$ cat src/rtl/cvs_led_sequencer.sv
`timescale 1ns/1ps
`default_nettype none
// ============================================================================
//  Module      : cvs_led_sequencer
//  Description : Front-panel controller for the CVS board. Debounces the
//                start/stop push-buttons, synchronises the direction switch
//                and steps a 4-bit walking-one LED pattern at a prescaled
//                rate, with a heartbeat that toggles on every step.
//  Ports       : clk        - 300 MHz buffered clock
//                reset      - asynchronous active-high reset
//                btn_start  - raw start button (active-high)
//                btn_stop   - raw stop button (active-high)
//                dir        - raw direction switch (0 = left, 1 = right)
//                led        - LED pattern (registered)
//                running    - high while sequencing (registered)
//                tick       - one-cycle step pulse (registered)
//                heartbeat  - toggles on every tick (registered)
//  Revision    : 1.0 - initial release
// ============================================================================
module cvs_led_sequencer #(
    parameter int TICK_DIV        = 200_000_000,
    parameter int DEBOUNCE_CYCLES = 3_000_000
) (
    input  logic       clk,
    input  logic       reset,
    input  logic       btn_start,
    input  logic       btn_stop,
    input  logic       dir,
    output logic [3:0] led,
    output logic       running,
    output logic       tick,
    output logic       heartbeat
);

    localparam int c_tick_w = (TICK_DIV > 2) ? $clog2(TICK_DIV) : 1;
    localparam int c_db_w   = (DEBOUNCE_CYCLES > 2) ? $clog2(DEBOUNCE_CYCLES) : 1;
    localparam logic [c_tick_w-1:0] c_tick_last = c_tick_w'(TICK_DIV - 1);
    localparam logic [c_db_w-1:0]   c_db_last   = c_db_w'(DEBOUNCE_CYCLES - 1);

    typedef enum logic [1:0] {
        ST_IDLE   = 2'd0,
        ST_RUN    = 2'd1,
        ST_PAUSED = 2'd2
    } state_t;

    // ------------------------------------------------------------------
    // Input synchronisers (bit 0 = start, bit 1 = stop)
    // ------------------------------------------------------------------
    logic [1:0] r_btn_meta;
    logic [1:0] r_btn_sync;
    logic       r_dir_meta;
    logic       r_dir_sync;

    always_ff @(posedge clk or posedge reset) begin
        if (reset) begin
            r_btn_meta <= 2'b00;
            r_btn_sync <= 2'b00;
            r_dir_meta <= 1'b0;
            r_dir_sync <= 1'b0;
        end else begin
            r_btn_meta <= {btn_stop, btn_start};
            r_btn_sync <= r_btn_meta;
            r_dir_meta <= dir;
            r_dir_sync <= r_dir_meta;
        end
    end

    // ------------------------------------------------------------------
    // Debounce + press-pulse generation, one instance per button
    // ------------------------------------------------------------------
    logic [1:0] w_press;

    for (genvar gi = 0; gi < 2; gi++) begin : g_debounce
        logic [c_db_w-1:0] r_cnt;
        logic              r_deb;
        logic              r_deb_d;
        logic              r_pulse;

        always_ff @(posedge clk or posedge reset) begin
            if (reset) begin
                r_cnt   <= '0;
                r_deb   <= 1'b0;
                r_deb_d <= 1'b0;
                r_pulse <= 1'b0;
            end else begin
                if (r_btn_sync[gi] == r_deb) begin
                    r_cnt <= '0;
                end else if (r_cnt == c_db_last) begin
                    // The increment would reach DEBOUNCE_CYCLES: accept the level.
                    r_deb <= ~r_deb;
                    r_cnt <= '0;
                end else begin
                    r_cnt <= r_cnt + 1'b1;
                end
                r_deb_d <= r_deb;
                // Pulse lands in the cycle after the debounced level rises.
                r_pulse <= r_deb & ~r_deb_d;
            end
        end

        assign w_press[gi] = r_pulse;
    end

    logic w_start_p;
    logic w_stop_p;
    assign w_start_p = w_press[0];
    assign w_stop_p  = w_press[1];

    // ------------------------------------------------------------------
    // Sequencer FSM
    // ------------------------------------------------------------------
    state_t              r_state;
    state_t              w_state_next;
    logic [3:0]          r_led;
    logic [3:0]          w_led_next;
    logic [c_tick_w-1:0] r_presc;
    logic                r_tick;
    logic                r_heartbeat;
    logic                r_running;
    logic                w_tick_event;
    logic                w_enter_run;

    // Step event is decoded one cycle ahead so the registered tick and the
    // rotated LED value appear on the same edge.
    assign w_tick_event = (r_state == ST_RUN) && (r_presc == c_tick_last);

    always_comb begin
        w_state_next = r_state;
        w_led_next   = r_led;
        case (r_state)
            ST_IDLE: begin
                w_led_next = 4'b0000;
                // Stop has priority over a simultaneous start.
                if (!w_stop_p && w_start_p) begin
                    w_state_next = ST_RUN;
                    w_led_next   = 4'b0001;
                end
            end
            ST_RUN: begin
                if (w_stop_p) begin
                    w_state_next = ST_PAUSED;
                end else if (w_tick_event) begin
                    w_led_next = r_dir_sync ? {r_led[0], r_led[3:1]}
                                            : {r_led[2:0], r_led[3]};
                end
            end
            ST_PAUSED: begin
                if (w_stop_p) begin
                    w_state_next = ST_IDLE;
                    w_led_next   = 4'b0000;
                end else if (w_start_p) begin
                    w_state_next = ST_RUN;
                end
            end
            default: begin
                w_state_next = ST_IDLE;
                w_led_next   = 4'b0000;
            end
        endcase
    end

    assign w_enter_run = (w_state_next == ST_RUN) && (r_state != ST_RUN);

    always_ff @(posedge clk or posedge reset) begin
        if (reset) begin
            r_state     <= ST_IDLE;
            r_led       <= 4'b0000;
            r_running   <= 1'b0;
            r_presc     <= '0;
            r_tick      <= 1'b0;
            r_heartbeat <= 1'b0;
        end else begin
            r_state   <= w_state_next;
            r_led     <= w_led_next;
            r_running <= (w_state_next == ST_RUN);
            if (w_enter_run) begin
                r_presc <= '0;
            end else if (r_state == ST_RUN) begin
                r_presc <= w_tick_event ? '0 : r_presc + 1'b1;
            end
            // Tick and heartbeat follow the prescaler even if stop wins.
            r_tick      <= w_tick_event;
            r_heartbeat <= r_heartbeat ^ w_tick_event;
        end
    end

    assign led       = r_led;
    assign running   = r_running;
    assign tick      = r_tick;
    assign heartbeat = r_heartbeat;

endmodule
`default_nettype wire

$ cat config.mk
export PLATFORM = sky130hd
export DESIGN_NAME = cvs_led_sequencer
export DESIGN_NICKNAME = d
export VERILOG_FILES = /design/src/rtl/cvs_led_sequencer.sv
export SDC_FILE = /design/constraint.sdc
export NUM_CORES = 1
export LEC_CHECK = 0
export ABC_CLOCK_PERIOD_IN_PS = 3900
export BUFFER_PORTS_ARGS = -buffer_cell sky130_fd_sc_hd__buf_2
export CORE_MARGIN = 2
export CORE_UTILIZATION = 35
export DETAILED_ROUTE_END_ITERATION = 7
export PLACE_DENSITY = 0.58
export SETUP_SLACK_MARGIN = 0.5
export SYNTH_ARGS = -nofsm -noshare
export SYNTH_HDL_FRONTEND = slang
export SYNTH_SLANG_ARGS = --single-unit
$ cat constraint.sdc
create_clock -name clk -period 3.9 [get_ports clk]
set_input_delay 0.39 -clock clk [delete_from_list [all_inputs] [get_ports clk]]
set_output_delay 0.39 -clock clk [all_outputs]
set_load 0.005 [all_outputs]
# After elaboration in Yosys (flattened, before gate mapping)

Cells that the tools add are included.

Bits in registers: 93
Bits in latches: 0
Bits in writable memories: 0
Memory bits (read-only): 0
Bits of input ports: 5
Logic and storage cells: 69
Memories kept: 0

Add/subtract/negate cells: 3
Multipliers: 0
Divide/modulo/power cells: 0
Order comparisons: 0
Equal/unequal tests: 12
Shift-type cells: 0
Mux-type cells: 18
Bitwise operators: 9
Reductions and logical operators: 9

Operators with widths:

| kind                                                                     | count |
|---|---|
| 22-bit 2-to-1 mux                                                        | 4 |
| 28-bit 2-to-1 mux                                                        | 3 |
| 22-bit by 1-bit adder with 22-bit output (second input constant)         | 2 |
| 22-bit == test (second input constant)                                   | 2 |
| 28-bit by 1-bit adder with 28-bit output (second input constant)         | 1 |
| 28-bit == test (second input constant)                                   | 1 |
| 4-bit 2-to-1 mux                                                         | 4 |
| 4-bit case mux with 3 select lines                                       | 1 |
| 2-bit 2-to-1 mux                                                         | 4 |
| 2-bit inequality test (second input constant)                            | 3 |
| 1-bit inverter                                                           | 6 |
| 2-bit case mux with 3 select lines                                       | 1 |
| 2-bit by 1-bit == test with 1-bit output (second input constant)         | 2 |
| 2-bit AND reduction                                                      | 2 |
| 1-bit logical AND                                                        | 3 |
| 3-bit AND reduction                                                      | 1 |
| 1-bit bitwise AND                                                        | 2 |
| 1-bit == test                                                            | 2 |
| 2-bit == test (second input constant)                                    | 1 |
| 2-bit logical NOT                                                        | 1 |
| 2-bit by 1-bit inequality test with 1-bit output (second input constant) | 1 |
| 2-bit nonzero test                                                       | 1 |
| 1-bit logical NOT                                                        | 1 |
| 1-bit 2-to-1 mux                                                         | 1 |
| 1-bit bitwise XOR                                                        | 1 |

# Logic depth before layout (Yosys ltp)

Depth after elaboration: 7
Mapped depth: 7
Mapped depth without buffers: 6

# Worst setup path after synthesis

Ideal clock, no wire load.

Kind: flip-flop to flip-flop
From: register r_state[0]
To: register r_presc[20]
Setup time: 0.074 ns
Arrival: 1.887 ns
Data required time: 3.826 ns
Slack: 1.939 ns
Cell stages (with the launch flop): 7
Clock period less this slack: 1.961 ns
Cells stage by stage: dfrtp_1 or3b_1 buf_6 a211oi_4 nand3b_2 or3_1 a21oi_2

Cells in the longest elaborated chain, start to end: 6
Elaborated cells on any way between the ends: 16

Ends and longest elaborated chain:

| element                                                 | line | text |
|---|---|---|
| start: declaration                                      | 112  | `state_t r_state;` |
| start signal: assignment                                | 173  | `r_state <= w_state_next;` |
| 2-bit 2-to-1 mux                                        | 151  | `end else if (w_start_p) begin` |
| 2-bit 2-to-1 mux                                        | 148  | `if (w_stop_p) begin` |
| 2-bit case mux with 3 select lines                      | 130  | `case (r_state)` |
| 2-bit by 1-bit == test with 1-bit output                | 162  | `assign w_enter_run = (w_state_next == ST_RUN) && (r_state != ST_RUN);` |
| 1-bit logical AND                                       | 162  |  |
| 28-bit 2-to-1 mux or 2-bit nonzero test (tied branches) | --   |  |
| end signal: assignment                                  | 179  | `r_presc <= w_tick_event ? '0 : r_presc + 1'b1;` |
| end: declaration                                        | 116  | `logic [c_tick_w-1:0] r_presc;` |

Several ways; a longest one is shown, not always the timed one. The select of a mux whose other input is x is not followed.
A chain may end at the register's enable or synchronous reset.

# Worst setup path after layout

From: register g_debounce[1].r_pulse
To: register r_presc[20]

Cells in the longest elaborated chain, start to end: 7
Elaborated cells on any way between the ends: 10

Ends and longest elaborated chain:

| element                                                 | line | text |
|---|---|---|
| start: declaration                                      | 77   | `logic r_pulse;` |
| start signal: assignment                                | 97   | `r_pulse <= r_deb & ~r_deb_d;` |
| 1-bit logical NOT                                       | 134  | `if (!w_stop_p && w_start_p) begin` |
| 1-bit logical AND                                       | 134  |  |
| 2-bit 2-to-1 mux                                        | 134  |  |
| 2-bit case mux with 3 select lines (*)                  | 130  |  |
| 2-bit by 1-bit == test with 1-bit output (*)            | 162  |  |
| 1-bit logical AND (*)                                   | 162  |  |
| 28-bit 2-to-1 mux or 2-bit nonzero test (tied branches) | --   |  |

Every way passes the cells marked *; elsewhere a longest branch is shown, timed or not.

==> impl_metrics.json <==
{
  "status": "completed",
  "n_fill_cell": 1215,
  "detail-route-antenna-nets": 0,
  "yosys-top-cells-count": "dfrtp_1 (93), nor2_1 (81), xor2_1 (49), nand3_1 (29), nand2_1 (28)",
  "cts.clk_slew.worst_paths_ps": 60,
  "placed_cells": 593,
  "powerDensity_nw_per_um2": 371.6,
  "grt_max_degree": 56,
  "required_ps": 4170,
  "synth_ff_type": "dfrtp_1",
  "numCtsBuffers": 9,
  "first_pass_iters": 4,
  "rows": 40,
  "yosys_warnings": 0,
  "io_pins": 12,
  "start_util_pct": 36.05,
  "post_synth.cell_area_avg_um2": 10.35,
  "antenna_found_initial": 0,
  "slew_viol_final": 0,
  "routed.top_layer": "met4",
  "clock_latency_ps": 340,
  "antenna_cells": 0,
  "cpLargestDelayFamily": "simple AND/OR/NAND/NOR gates",
  "max_slew_margin_pct": 28.92,
  "wl_met2_um": 3744,
  "fin_ws_ps": 1517,
  "setup-tns-final_ps": 0,
  "crit_buf_inv": 0,
  "cts_tree": "built",
  "wl_met3_um": 214,
  "finalHoldViolCount": 0,
  "fp.dieH_um": 115.7,
  "rsz0062_at_grt": "false",
  "synth_cell_types": 44,
  "vdd_drop_max_mv": 0.1652,
  "cts_buffer_depth": 2,
  "h-tree-depth": 3,
  "path_cells": "or3b_1, a211oi_4, nand3b_2, or3_1, a21oi_2",
  "max_cap_violations": 0,
  "arrival_ps": 2650,
  "grt_pass1_vias": 3016,
  "whs_path_depth": 1,
  "fin_total_pwr_mw": 1.806,
  "netlist_instances": 422,
  "pre_cts_slack_ps": 1555,
  "netlist_area_um2": 4367,
  "drtIter0Drc": 157,
  "synth-edff-count": 0,
  "ys_ff_latch": 93,
  "io_buffers": 11,
  "hpwl_um": 5294,
  "multi_input_area_um2": 1961,
  "synth_area_leaders": "dfrtp_1 (53%), xor2_1 (9.8%), nor2_1 (7.0%), xnor2_1 (4.0%), nand3_1 (3.3%)",
  "hold_ws_ps": 152.4,
  "yosysTopAreaCell": "dfrtp_1",
  "worst_r2r_path_depth": 5,
  "synth_most_common_cell": "dfrtp_1",
  "synthArstFlopShare_pct": 100.0,
  "nNetsFinal": 445,
  "coreArea_um2": 12110,
  "p_leak_nw": 2.118,
  "num_vias": 3025,
  "cp_num_cells": 5,
  "slowest_stage": "or3b_1",
  "worstHoldPathType": "in -> reg",
  "post-route-drc-count": 0,
  "wl_met1_um": 3864,
  "wl_um": 7977,
  "timing.final.crit_share_pct": 61.10,
  "area_delta_synth_final_pct": 11.26,
  "seq_area_frac_synth_pct": 53.30,
  "worstMarginPinSlew_ps": 1057,
  "grt_pass1_wl_um": 14360,
  "syn_nets": 430,
  "overflow": 0,
  "worstHoldStart": "btn_start",
  "cp-end-kind": "register",
  "finalSetupViolations": 0,
  "clock.fmax_mhz": 419.7,
  "clock-sinks": 93,
  "final_cells": 609,
  "finalCriticalPeriod_ps": 2383,
  "grt_usage_pct": 13.59,
  "wl_per_cell_um": 13.10,
  "max_stage_delay_ps": 560,
  "drive_gt1_share_pct": 9.297,
  "cts_root_buffer": "clkbuf_16",
  "startpoint_type": "register",
  "min_to": "r_btn_meta[0]",
  "crit_fanout": 11,
  "reg2reg_from": "g_debounce[1].r_pulse",
  "die_area_um2": 13390,
  "skew_ps": 5.304,
  "viasPerCell": 4.967,
  "die_width_um": 115.7,
  "ff2ff_setup_slack_ps": 1520,
  "synth_top_area_share_pct": 53.30,
  "path_class": "reg -> reg",
  "seq_area_um2": 2327,
  "gp_congestion": 0.7822,
  "r2r_end": "r_presc[20]"
}
==> per-stage QoR <==
step,util [%],instance area (um2)
finish,40.11,4858
global route,40.11,4858
CTS,40.11,4858
detailed placement,37.88,4588
global placement,37.88,4588
floorplan,-,4367
==> sequential cells by signal, indices dropped and copies added (netlist names) <==
register	count
g_debounce.r_cnt	44
g_debounce.r_deb	2
g_debounce.r_deb_d	2
g_debounce.r_pulse	2
heartbeat	1
led	4
r_btn_meta	2
r_btn_sync	2
r_dir_meta	1
r_dir_sync	1
r_presc	28
r_state	2
running	1
tick	1
==> power breakdown <==
part | leakage [nW] | internal (mW) | switching, mW | total, mW
sequential | 1.28 | 0.973 | 0.00804 | 0.981
clock | 0.129 | 0.444 | 0.341 | 0.785
combinational | 0.708 | 0.00942 | 0.0296 | 0.0391
==> cell type report <==
class / count / share of cell area [%]
clock buffer: 13 / 5.151
clock inverter: 2 / 0.2060
inverter: 5 / 0.4121
multi-input combinational: 314 / 40.36
sequential: 93 / 47.90
tap: 168 / 4.327
timing repair buffer: 14 / 1.648
==> layer usage <==
layer / vias up / global-route usage, %
li1: 1482 / -
met1: 1501 / 18.29
met2: 30 / 20.51
met3: 12 / 4.132
met4: 0 / 5.714
met5: - / 0
==> layout by cell type (no fill, tap or decap), types with 2 or more instances in the layout <==
| cell | n |
|---|---|
| a21oi_1 | 3 |
| a22oi_1 | 3 |
| and2_1 | 2 |
| and3_1 | 8 |
| and4_1 | 3 |
| buf_2 | 11 |
| buf_4 | 2 |
| clkbuf_1 | 3 |
| clkbuf_16 | 9 |
| clkinv_2 | 3 |
| dfrtp_1 | 93 |
| ha_1 | 3 |
| inv_1 | 4 |
| mux2_2 | 6 |
| mux2i_1 | 2 |
| nand2_1 | 28 |
| nand3_1 | 29 |
| nand4_1 | 23 |
| nor2_1 | 81 |
| nor2b_1 | 5 |
| nor3_1 | 7 |
| nor4_1 | 13 |
| nor4b_1 | 2 |
| o21ai_0 | 2 |
| o2bb2ai_1 | 3 |
| or2_2 | 2 |
| or3_1 | 2 |
| xnor2_1 | 20 |
| xor2_1 | 49 |
==> worst max path at each step <==
| stage | from | slack [ps] | end |
|---|---|---|---|
| floorplan | reset | 1090 | g_debounce[0].r_cnt[0] |
| global placement | g_debounce[1].r_pulse | 1540 | r_presc[20] |
| detailed placement | g_debounce[1].r_pulse | 1560 | r_presc[20] |
| CTS | g_debounce[1].r_pulse | 1540 | r_presc[20] |
| global route | r_presc[11] | 1270 | r_presc[5] |
| finish | g_debounce[1].r_pulse | 1520 | r_presc[20] |
==> worst register-to-register path: stages, from the launching register on <==
cell	delay (ps)
dfrtp_1	500
or3b_1	560
a211oi_4	540
nand3b_2	170
or3_1	400
a21oi_2	140
==> cells by family after synthesis <==
family                   synth area share [%]
AND/OR/NAND/NOR                         24.36
flip-flops                              53.30
XOR/XNOR                                13.84
AO/OA/AOI/OAI                           3.840
buffers and inverters                   1.805
multiplexers                            2.006
adder cells (fa/ha/maj)                0.8597
==> repair_timing <==
action,4_1_cts,5_1_grt
buffers inserted,0,0
hold buffers,1,0
endpoints found under the setup margin,0,0
resized for setup,0,0
endpoints found under the hold margin,13,0
No activity file was read; power rests on OpenSTA's default activity.
